===== config.mk =====
export PLATFORM = sky130hd
export DESIGN_NAME = spi_shifter
export DESIGN_NICKNAME = d
export VERILOG_FILES = /design/src/rtl/spi_shifter.sv
export SDC_FILE = /design/constraint.sdc
export NUM_CORES = 1
export LEC_CHECK = 0
export BUFFER_PORTS_ARGS = -buffer_cell sky130_fd_sc_hd__buf_2
export CORE_ASPECT_RATIO = 1.4
export CORE_UTILIZATION = 32
export CTS_CLUSTER_DIAMETER = 150
export CTS_CLUSTER_SIZE = 30
export DETAILED_ROUTE_END_ITERATION = 7
export PLACE_DENSITY = 0.55
export SYNTH_ARGS = -nofsm -noshare
export SYNTH_HDL_FRONTEND = slang
export SYNTH_SLANG_ARGS = --single-unit

===== constraint.sdc =====
create_clock -name clk_i -period 10.1 [get_ports clk_i]
set_clock_uncertainty 0.05 [all_clocks]
set_input_delay 0.505 -clock clk_i [delete_from_list [all_inputs] [get_ports clk_i]]
set_output_delay 0.505 -clock clk_i [all_outputs]
set_load 0.1 [all_outputs]

===== src/rtl/spi_shifter.sv =====
// SPI host data shift stage: drives MOSI and samples MISO on edge pulses
// from the SPI clock generator, using one shared TX/RX character register.
//
// Ports:
//   clk_i, rst_ni          system clock, async active-low reset
//   len, lsb               character length (0 = DATA_W bits), bit order
//   tx_negedge, rx_negedge edge select for driving MOSI / sampling MISO
//   go                     start-transfer pulse (ignored while tip)
//   pos_edge, neg_edge     serial clock edge pulses from the clock generator
//   wr_en, wr_data         data register write (ignored while tip)
//   miso / mosi            serial in / out
//   tip, last              to clock generator enable / last_clk
//   done                   one-cycle pulse at transfer end
//   rx_data                data register contents
module spi_shifter #(
    parameter int DATA_W = 32,
    parameter int LEN_W  = 5
) (
    input  logic              clk_i,
    input  logic              rst_ni,
    input  logic [LEN_W-1:0]  len,
    input  logic              lsb,
    input  logic              tx_negedge,
    input  logic              rx_negedge,
    input  logic              go,
    input  logic              pos_edge,
    input  logic              neg_edge,
    input  logic              wr_en,
    input  logic [DATA_W-1:0] wr_data,
    input  logic              miso,
    output logic              mosi,
    output logic              tip,
    output logic              last,
    output logic              done,
    output logic [DATA_W-1:0] rx_data
);

    localparam int CW = LEN_W + 1;

    typedef enum logic [1:0] {
        IDLE,
        SHIFT,
        TAIL
    } state_t;

    state_t            r_state;
    logic [DATA_W-1:0] r_data;
    logic              r_mosi;
    logic              r_tip;
    logic              r_last;
    logic              r_done;
    logic [CW-1:0]     r_tx_cnt;
    logic [CW-1:0]     r_rx_cnt;
    logic [CW-1:0]     r_n;
    logic              r_lsb;
    logic              r_txneg;
    logic              r_rxneg;

    state_t            w_state_n;
    logic [DATA_W-1:0] w_data_n;
    logic              w_mosi_n;
    logic              w_tip_n;
    logic              w_last_n;
    logic              w_done_n;
    logic [CW-1:0]     w_tx_cnt_n;
    logic [CW-1:0]     w_rx_cnt_n;
    logic [CW-1:0]     w_n_n;
    logic              w_lsb_n;
    logic              w_txneg_n;
    logic              w_rxneg_n;
    logic [CW-1:0]     w_n;
    logic              w_tx_edge;
    logic              w_rx_edge;

    // Register position of the k-th serial bit of an n-bit character.
    function automatic logic [LEN_W-1:0] f_idx(
        input logic [CW-1:0] n,
        input logic [CW-1:0] k,
        input logic          lsb_first
    );
        logic [CW-1:0] v;
        v = lsb_first ? k : (n - CW'(1) - k);
        return v[LEN_W-1:0];
    endfunction

    assign w_n       = (len == '0) ? CW'(DATA_W) : {1'b0, len};
    assign w_tx_edge = r_txneg ? neg_edge : pos_edge;
    assign w_rx_edge = r_rxneg ? neg_edge : pos_edge;

    always_comb begin
        w_state_n  = r_state;
        w_data_n   = r_data;
        w_mosi_n   = r_mosi;
        w_tip_n    = r_tip;
        w_done_n   = 1'b0;
        w_tx_cnt_n = r_tx_cnt;
        w_rx_cnt_n = r_rx_cnt;
        w_n_n      = r_n;
        w_lsb_n    = r_lsb;
        w_txneg_n  = r_txneg;
        w_rxneg_n  = r_rxneg;
        unique case (r_state)
            IDLE: begin
                if (wr_en) begin
                    w_data_n = wr_data;
                end else if (go) begin
                    w_state_n  = SHIFT;
                    w_mosi_n   = r_data[f_idx(w_n, '0, lsb)];
                    w_tx_cnt_n = w_n - CW'(1);
                    w_rx_cnt_n = w_n;
                    w_tip_n    = 1'b1;
                    w_n_n      = w_n;
                    w_lsb_n    = lsb;
                    w_txneg_n  = tx_negedge;
                    w_rxneg_n  = rx_negedge;
                end
            end
            SHIFT: begin
                // TX reads r_data; RX only overwrites an index already sent.
                if (w_tx_edge && r_tx_cnt != '0) begin
                    w_mosi_n   = r_data[f_idx(r_n, r_n - r_tx_cnt, r_lsb)];
                    w_tx_cnt_n = r_tx_cnt - CW'(1);
                end
                if (w_rx_edge && r_rx_cnt != '0) begin
                    w_data_n[f_idx(r_n, r_n - r_rx_cnt, r_lsb)] = miso;
                    w_rx_cnt_n = r_rx_cnt - CW'(1);
                    if (r_rx_cnt == CW'(1)) begin
                        w_state_n = TAIL;
                    end
                end
            end
            TAIL: begin
                // One more edge lets SCK settle back to its idle level.
                if (pos_edge || neg_edge) begin
                    w_state_n = IDLE;
                    w_tip_n   = 1'b0;
                    w_done_n  = 1'b1;
                end
            end
            default: begin
                w_state_n = IDLE;
            end
        endcase
        w_last_n = w_tip_n && (w_rx_cnt_n <= CW'(1));
    end

    always_ff @(posedge clk_i or negedge rst_ni) begin
        if (!rst_ni) begin
            r_state  <= IDLE;
            r_data   <= '0;
            r_mosi   <= 1'b0;
            r_tip    <= 1'b0;
            r_last   <= 1'b0;
            r_done   <= 1'b0;
            r_tx_cnt <= '0;
            r_rx_cnt <= '0;
            r_n      <= '0;
            r_lsb    <= 1'b0;
            r_txneg  <= 1'b0;
            r_rxneg  <= 1'b0;
        end else begin
            r_state  <= w_state_n;
            r_data   <= w_data_n;
            r_mosi   <= w_mosi_n;
            r_tip    <= w_tip_n;
            r_last   <= w_last_n;
            r_done   <= w_done_n;
            r_tx_cnt <= w_tx_cnt_n;
            r_rx_cnt <= w_rx_cnt_n;
            r_n      <= w_n_n;
            r_lsb    <= w_lsb_n;
            r_txneg  <= w_txneg_n;
            r_rxneg  <= w_rxneg_n;
        end
    end

    assign mosi    = r_mosi;
    assign tip     = r_tip;
    assign last    = r_last;
    assign done    = r_done;
    assign rx_data = r_data;

endmodule


==> results.cfg, run 1 <==
[sta]
max-slew-margin-rel_pct = 35.9
slew_violations = 0
max_freq_ghz = 0.243
tightest_slew_ps = 961
tns_ps = 0
setup_violations = 0
finalCriticalPeriod_ps = 4110
rsz0062_at_grt = no
period_share_pct = 40.7
holdWs_ps = 292
hold_viol = 0

[critical_path]
r2r_end = rx_data[11]
endpoint_kind = flop
r2r_start = r_n[0]
start_kind = flop
cp_data_required_time_ps = 10260
reg2reg_depth = 14
worstPathMaxFanout = 8
r2r_setup_slack_ps = 5990
critical_path_class = reg -> reg
worstPathArrival_ps = 4270

[clocking]
cts_tree = yes
htreeDepth = 3
cts_buffers = 9
ctsResizeCount = 0
holdBufCountCts = 0
clock_path_buffers = 2
clock_latency_ps = 330
clock-root-buffer = clkbuf_16
clk_pin_slew_ps = 50
cts_setup_buffers = 0
cts_sinks = 58

[global_route]
grt_max_degree = 59
overflow = 0
grt_use_total_pct = 20.5
antenna_found_initial = 0
grt_pass1_wl_um = 23800
grt_pass1_vias = 4466

[synthesis]
synth_top_cell_by_area = dfrtp_1
ys_warn_count = 0
synth_adder_area_share_pct = 7.44
ys_seq_area_share_pct = 31.2
yosys_most_used_dff = dfrtp_1
synth_top_area_share_pct = 31.2
synth_edf_count = 0
synth-seq-cells = 58
synth_top_family_by_area = compound AO/OA/AOI/OAI gates
syn_area_per_cell_um2 = 8.59
synthMuxAreaShare_pct = 16.3
synth.distinct_cells = 52
async_flop_share_pct = 100
synth-simple-area-share_pct = 17.0
syn_inst = 542
ys_top_cells_by_area = dfrtp_1 (31%), nand2_1 (6.0%), ha_1 (5.9%)
synth_area_um2 = 4660
synth_xor_area_share_pct = 4.49
synth_compound_gate_area_share_pct = 19.8
syn-num-nets = 614

[run]
max_cap_viol_count = 0

[floorplan]
dieArea_um2 = 15100
core.rowCount = 51
die_w_um = 104
coreArea_um2 = 14000
ios = 83
start_util_pct = 33.2
die_y_um = 145

[final_layout]
layout_common_cells = buf_2 (82), nand2_1 (74), dfrtp_1 (58), a21oi_1 (50), o21ai_0 (46)
final_common_cell = buf_2
final_layout_size_suffix_gt1_share_pct = 23.1
synthToLayoutAreaGrowth_pct = 19.5
antenna_cells = 0
finalNetCount = 694
fillCellCount = 1473

[route]
drt-pass1-iter-count = 5
drc = 0
routed_wl_um = 14900
vias = 4478
drt_iter0_drc = 218
via_per_inst = 5.51
ant_nets = 0
post_drt_wl_per_cell_um = 18.3

[place]
numPortBuffers = 82
gp_congestion = 0.850
dp_hpwl_um = 11300

[status]
outcome = completed

[min_path]
hp-class = in -> async
[synth_stat cells (all sizes together) (3+ instances only)]
cell / count
clkbuf: 15
inv: 30
o21a: 18
o21ai: 49
a22o: 9
xor2: 6
buf: 3
mux4: 11
o211ai: 3
nor3: 16
a31oi: 3
nor2: 45
dfrtp: 58
fa: 3
and2: 5
nor2b: 3
a21o: 4
nand3: 9
o22ai: 7
and3: 7
ha: 22
xnor2: 17
mux2i: 20
nand2: 74
nor4: 5
mux2: 25
a21oi: 50
[logic make-up (layout without fill, tap and decap cells)]
family | after synthesis | after routing
simple gates | 177 | 177
compound gates | 154 | 154
flops | 58 | 58
mux | 56 | 56
buf+inv | 48 | 133
fa+ha+maj | 26 | 26
xor+xnor | 23 | 23
[critical path, stage by stage, from the launching register on]
cell and delay, ps:
dfrtp_1 460, inv_1 150, ha_1 160, inv_1 60
fa_1 400, xnor2_1 340, ha_1 320, a21oi_1 190
and3_1 180, mux2i_1 80, xnor2_1 500, nand3_1 260
mux2i_4 370, a21oi_1 140, mux2_2 320
[flip-flops by register name, summed over array words and instances (netlist names), 2 cells and up]
register and flops:
r_n 5, r_rx_cnt 6, r_state 2, r_tx_cnt 6, rx_data 32
[metal layers]
layer,share of wire (%),global-route usage (%),up-vias,wire length (µm)
li1,-,-,2099,-
met5,0,0,-,0
met1,42,25.0,2193,6270
met3,4.6,3.36,27,684
met4,3.4,9.40,0,500
met2,50,35.7,159,7420
[layout make-up]
| type | count | area [µm²] | share of cell area [%] |
|---|---|---|---|
| Sequential cell | 58 | 1450 | 26.1 |
| Tap cell | 185 | 231 | 4.16 |
| Clock buffer | 14 | 264 | 4.74 |
| Multi-Input combinational cell | 436 | 3030 | 54.3 |
| Inverter | 30 | 113 | 2.02 |
| Timing Repair Buffer | 87 | 448 | 8.04 |
| Clock inverter | 2 | 35.0 | 0.629 |
[worst max path at each step]
stage	cells past startpoint	endpoint	slack, ps	from
finish	14	rx_data[11]	5990	r_n[0]
global route	14	rx_data[16]	5680	r_n[0]
CTS	14	rx_data[11]	6060	r_n[0]
detailed placement	14	rx_data[11]	6110	r_n[0]
global placement	14	rx_data[8]	6190	r_n[0]
floorplan	12	rx_data[12]	6570	r_n[0]
[through the flow]
step | worst slack (ps) | utilization, % | cells | area, µm²
after floorplan | 6570 | - | 542 | 4660
after global placement | 6190 | 37.5 | 796 | 5270
after detailed placement | 6110 | 37.5 | 796 | 5270
after CTS | 6060 | 39.7 | 812 | 5570
after global routing | 5680 | 39.7 | 812 | 5570
final | 5990 | 39.7 | 812 | 5570
Power of run 1 is left out: the tool's default activity adds up to more than one toggle a clock period on the data nets, which glitch-free logic cannot reach.
==> inputs of run 2 (changes only) <==
==> constraint.sdc (replaced) <==
create_clock -name clk_i -period 4.28 [get_ports clk_i]
set_clock_uncertainty 0.05 [all_clocks]
set_input_delay 0.214 -clock clk_i [delete_from_list [all_inputs] [get_ports clk_i]]
set_output_delay 0.214 -clock clk_i [all_outputs]
set_load 0.1 [all_outputs]
==> results.cfg, run 2 (synthesis results as in run 1) <==
[status]
outcome = completed

[global_route]
met2_usage_pct = 37.3
grt_max_degree = 41
grtUsageMet3_pct = 3.54
grt_use_total_pct = 20.6
grt_pass1_wl_um = 24000
overflow = 0
antenna_found_initial = 0
grt_most_used_layer = met2
grt_use_met1_pct = 23.8
grt_pass1_vias = 4564

[clocking]
cts_tree = yes
cts_sinks = 58
htreeDepth = 3
cts_setup_buffers = 0
clk_pin_slew_ps = 60
cts_buffers = 9
clock_latency_ps = 340
clock-root-buffer = clkbuf_16
clock_path_buffers = 2

[final_layout]
fillCellCount = 1488
finalNetCount = 699
final_layout_size_suffix_gt1_share_pct = 24.1
layout_common_cells = buf_2 (82), nand2_1 (74), dfrtp_1 (58), a21oi_1 (50), o21ai_0 (46)
largest_reg_flops = 32
synthToLayoutAreaGrowth_pct = 21.7
seq_area_um2 = 1450
antenna_cells = 0
multi_input_area_um2 = 3030
final_common_cell = buf_2

[critical_path]
cp_data_required_time_ps = 4450
cp_num_buf_inv = 2
worstPathArrival_ps = 4070
cp_top_family = adder cells
worstPathMaxFanout = 8
path_cells = inv_1 -> ha_1 -> inv_1 -> fa_1 -> xnor2_1 -> ha_1 -> a21oi_1 -> and3_1 -> mux2i_1 -> xnor2_2 -> nand3_1 -> mux2i_4 -> a21oi_1 -> mux2_2
critical_path_class = reg -> reg
slowest_delay_ps = 460
start_kind = flop
endpoint_kind = flop
slowest_stage = dfrtp_1

[sta]
max-slew-margin-rel_pct = 35.6
slew_violations = 0
setup_violations = 0
period_share_pct = 91.1
tns_ps = 0
max_freq_ghz = 0.256
finalCriticalPeriod_ps = 3900
rsz0062_at_grt = no
tightest_slew_ps = 966
hold_viol = 0

[route]
routed_wl_um = 15000
vias = 4502
via_per_inst = 5.51
drt_iter0_drc = 202
drt-pass1-iter-count = 5
ant_nets = 0
post_drt_wl_per_cell_um = 18.3
drc = 0

[floorplan]
core.rowCount = 51
coreArea_um2 = 14000
die_w_um = 104
dieArea_um2 = 15100
start_util_pct = 33.2
die_y_um = 145
ios = 83

[place]
dp_hpwl_um = 11400
numPortBuffers = 82
gp_congestion = 0.825

[run]
max_cap_viol_count = 0

[min_path]
hp-class = in -> reg
-- run 2: layout make-up --
type / instances / area share [%]
Clock buffer: 12 / 4.52
Clock inverter: 4 / 1.72
Inverter: 30 / 1.99
Multi-Input combinational cell: 436 / 53.5
Sequential cell: 58 / 25.6
Tap cell: 185 / 4.08
Timing Repair Buffer: 92 / 8.61
-- run 2: worst register-to-register path, stage by stage (launching register included) --
cell and delay [ps]:
dfrtp_1 460, inv_1 150, ha_1 170, inv_1 60
fa_1 390, xnor2_1 330, ha_1 320, a21oi_1 200
and3_1 200, mux2i_1 110, xnor2_2 330, nand3_1 200
mux2i_4 360, a21oi_1 140, mux2_2 310
-- run 2: what timing repair did --
| item | CTS | global route |
|---|---|---|
| gates resized for setup | 0 | 1 |
| hold buffers | 1 | 0 |
| hold endpoints to repair | 24 | 0 |
| endpoints found under the setup margin | 0 | 9 |
-- run 2: per-layer routing --
layer / share of wire (%) / vias up
li1: - / 2115
met1: 41 / 2186
met2: 51 / 170
met3: 5.0 / 31
met4: 2.9 / 0
met5: 0 / -
-- run 2: final timing paths --
path / start / end / slack (ps) / cells past startpoint
setup / recovery: r_n[0] / rx_data[8] / 380 / 14
hold / removal: rx_negedge / r_rxneg / 20 / 3
min in group asynchronous: rst_ni / r_tx_cnt[4] / 350 / 2
hold reg to reg: r_txneg / r_txneg / 450 / 2
setup reg to reg: r_n[0] / rx_data[8] / 380 / 14
max in group asynchronous: rst_ni / rx_data[30] / 2940 / 3
-- run 2: per-stage QoR --
| step | instance area, µm² | worst slack [ps] | hold slack, ps | cells | utilization (%) |
|---|---|---|---|---|---|
| 4_1_cts | 5660 | 281 | 14.4 | 817 | 40.3 |
| 3_5_place_dp | 5300 | 297 | 201 | 800 | 37.7 |
| 2_1_floorplan | 4660 | 749 | -132 | 542 | - |
| 3_3_place_gp | 5300 | 462 | 198 | 800 | 37.7 |
| 5_1_grt | 5670 | 88.1 | 25.8 | 817 | 40.4 |
| 6_report | 5670 | 381 | 20.5 | 817 | 40.4 |
Power of run 2 is left out for the same reason.
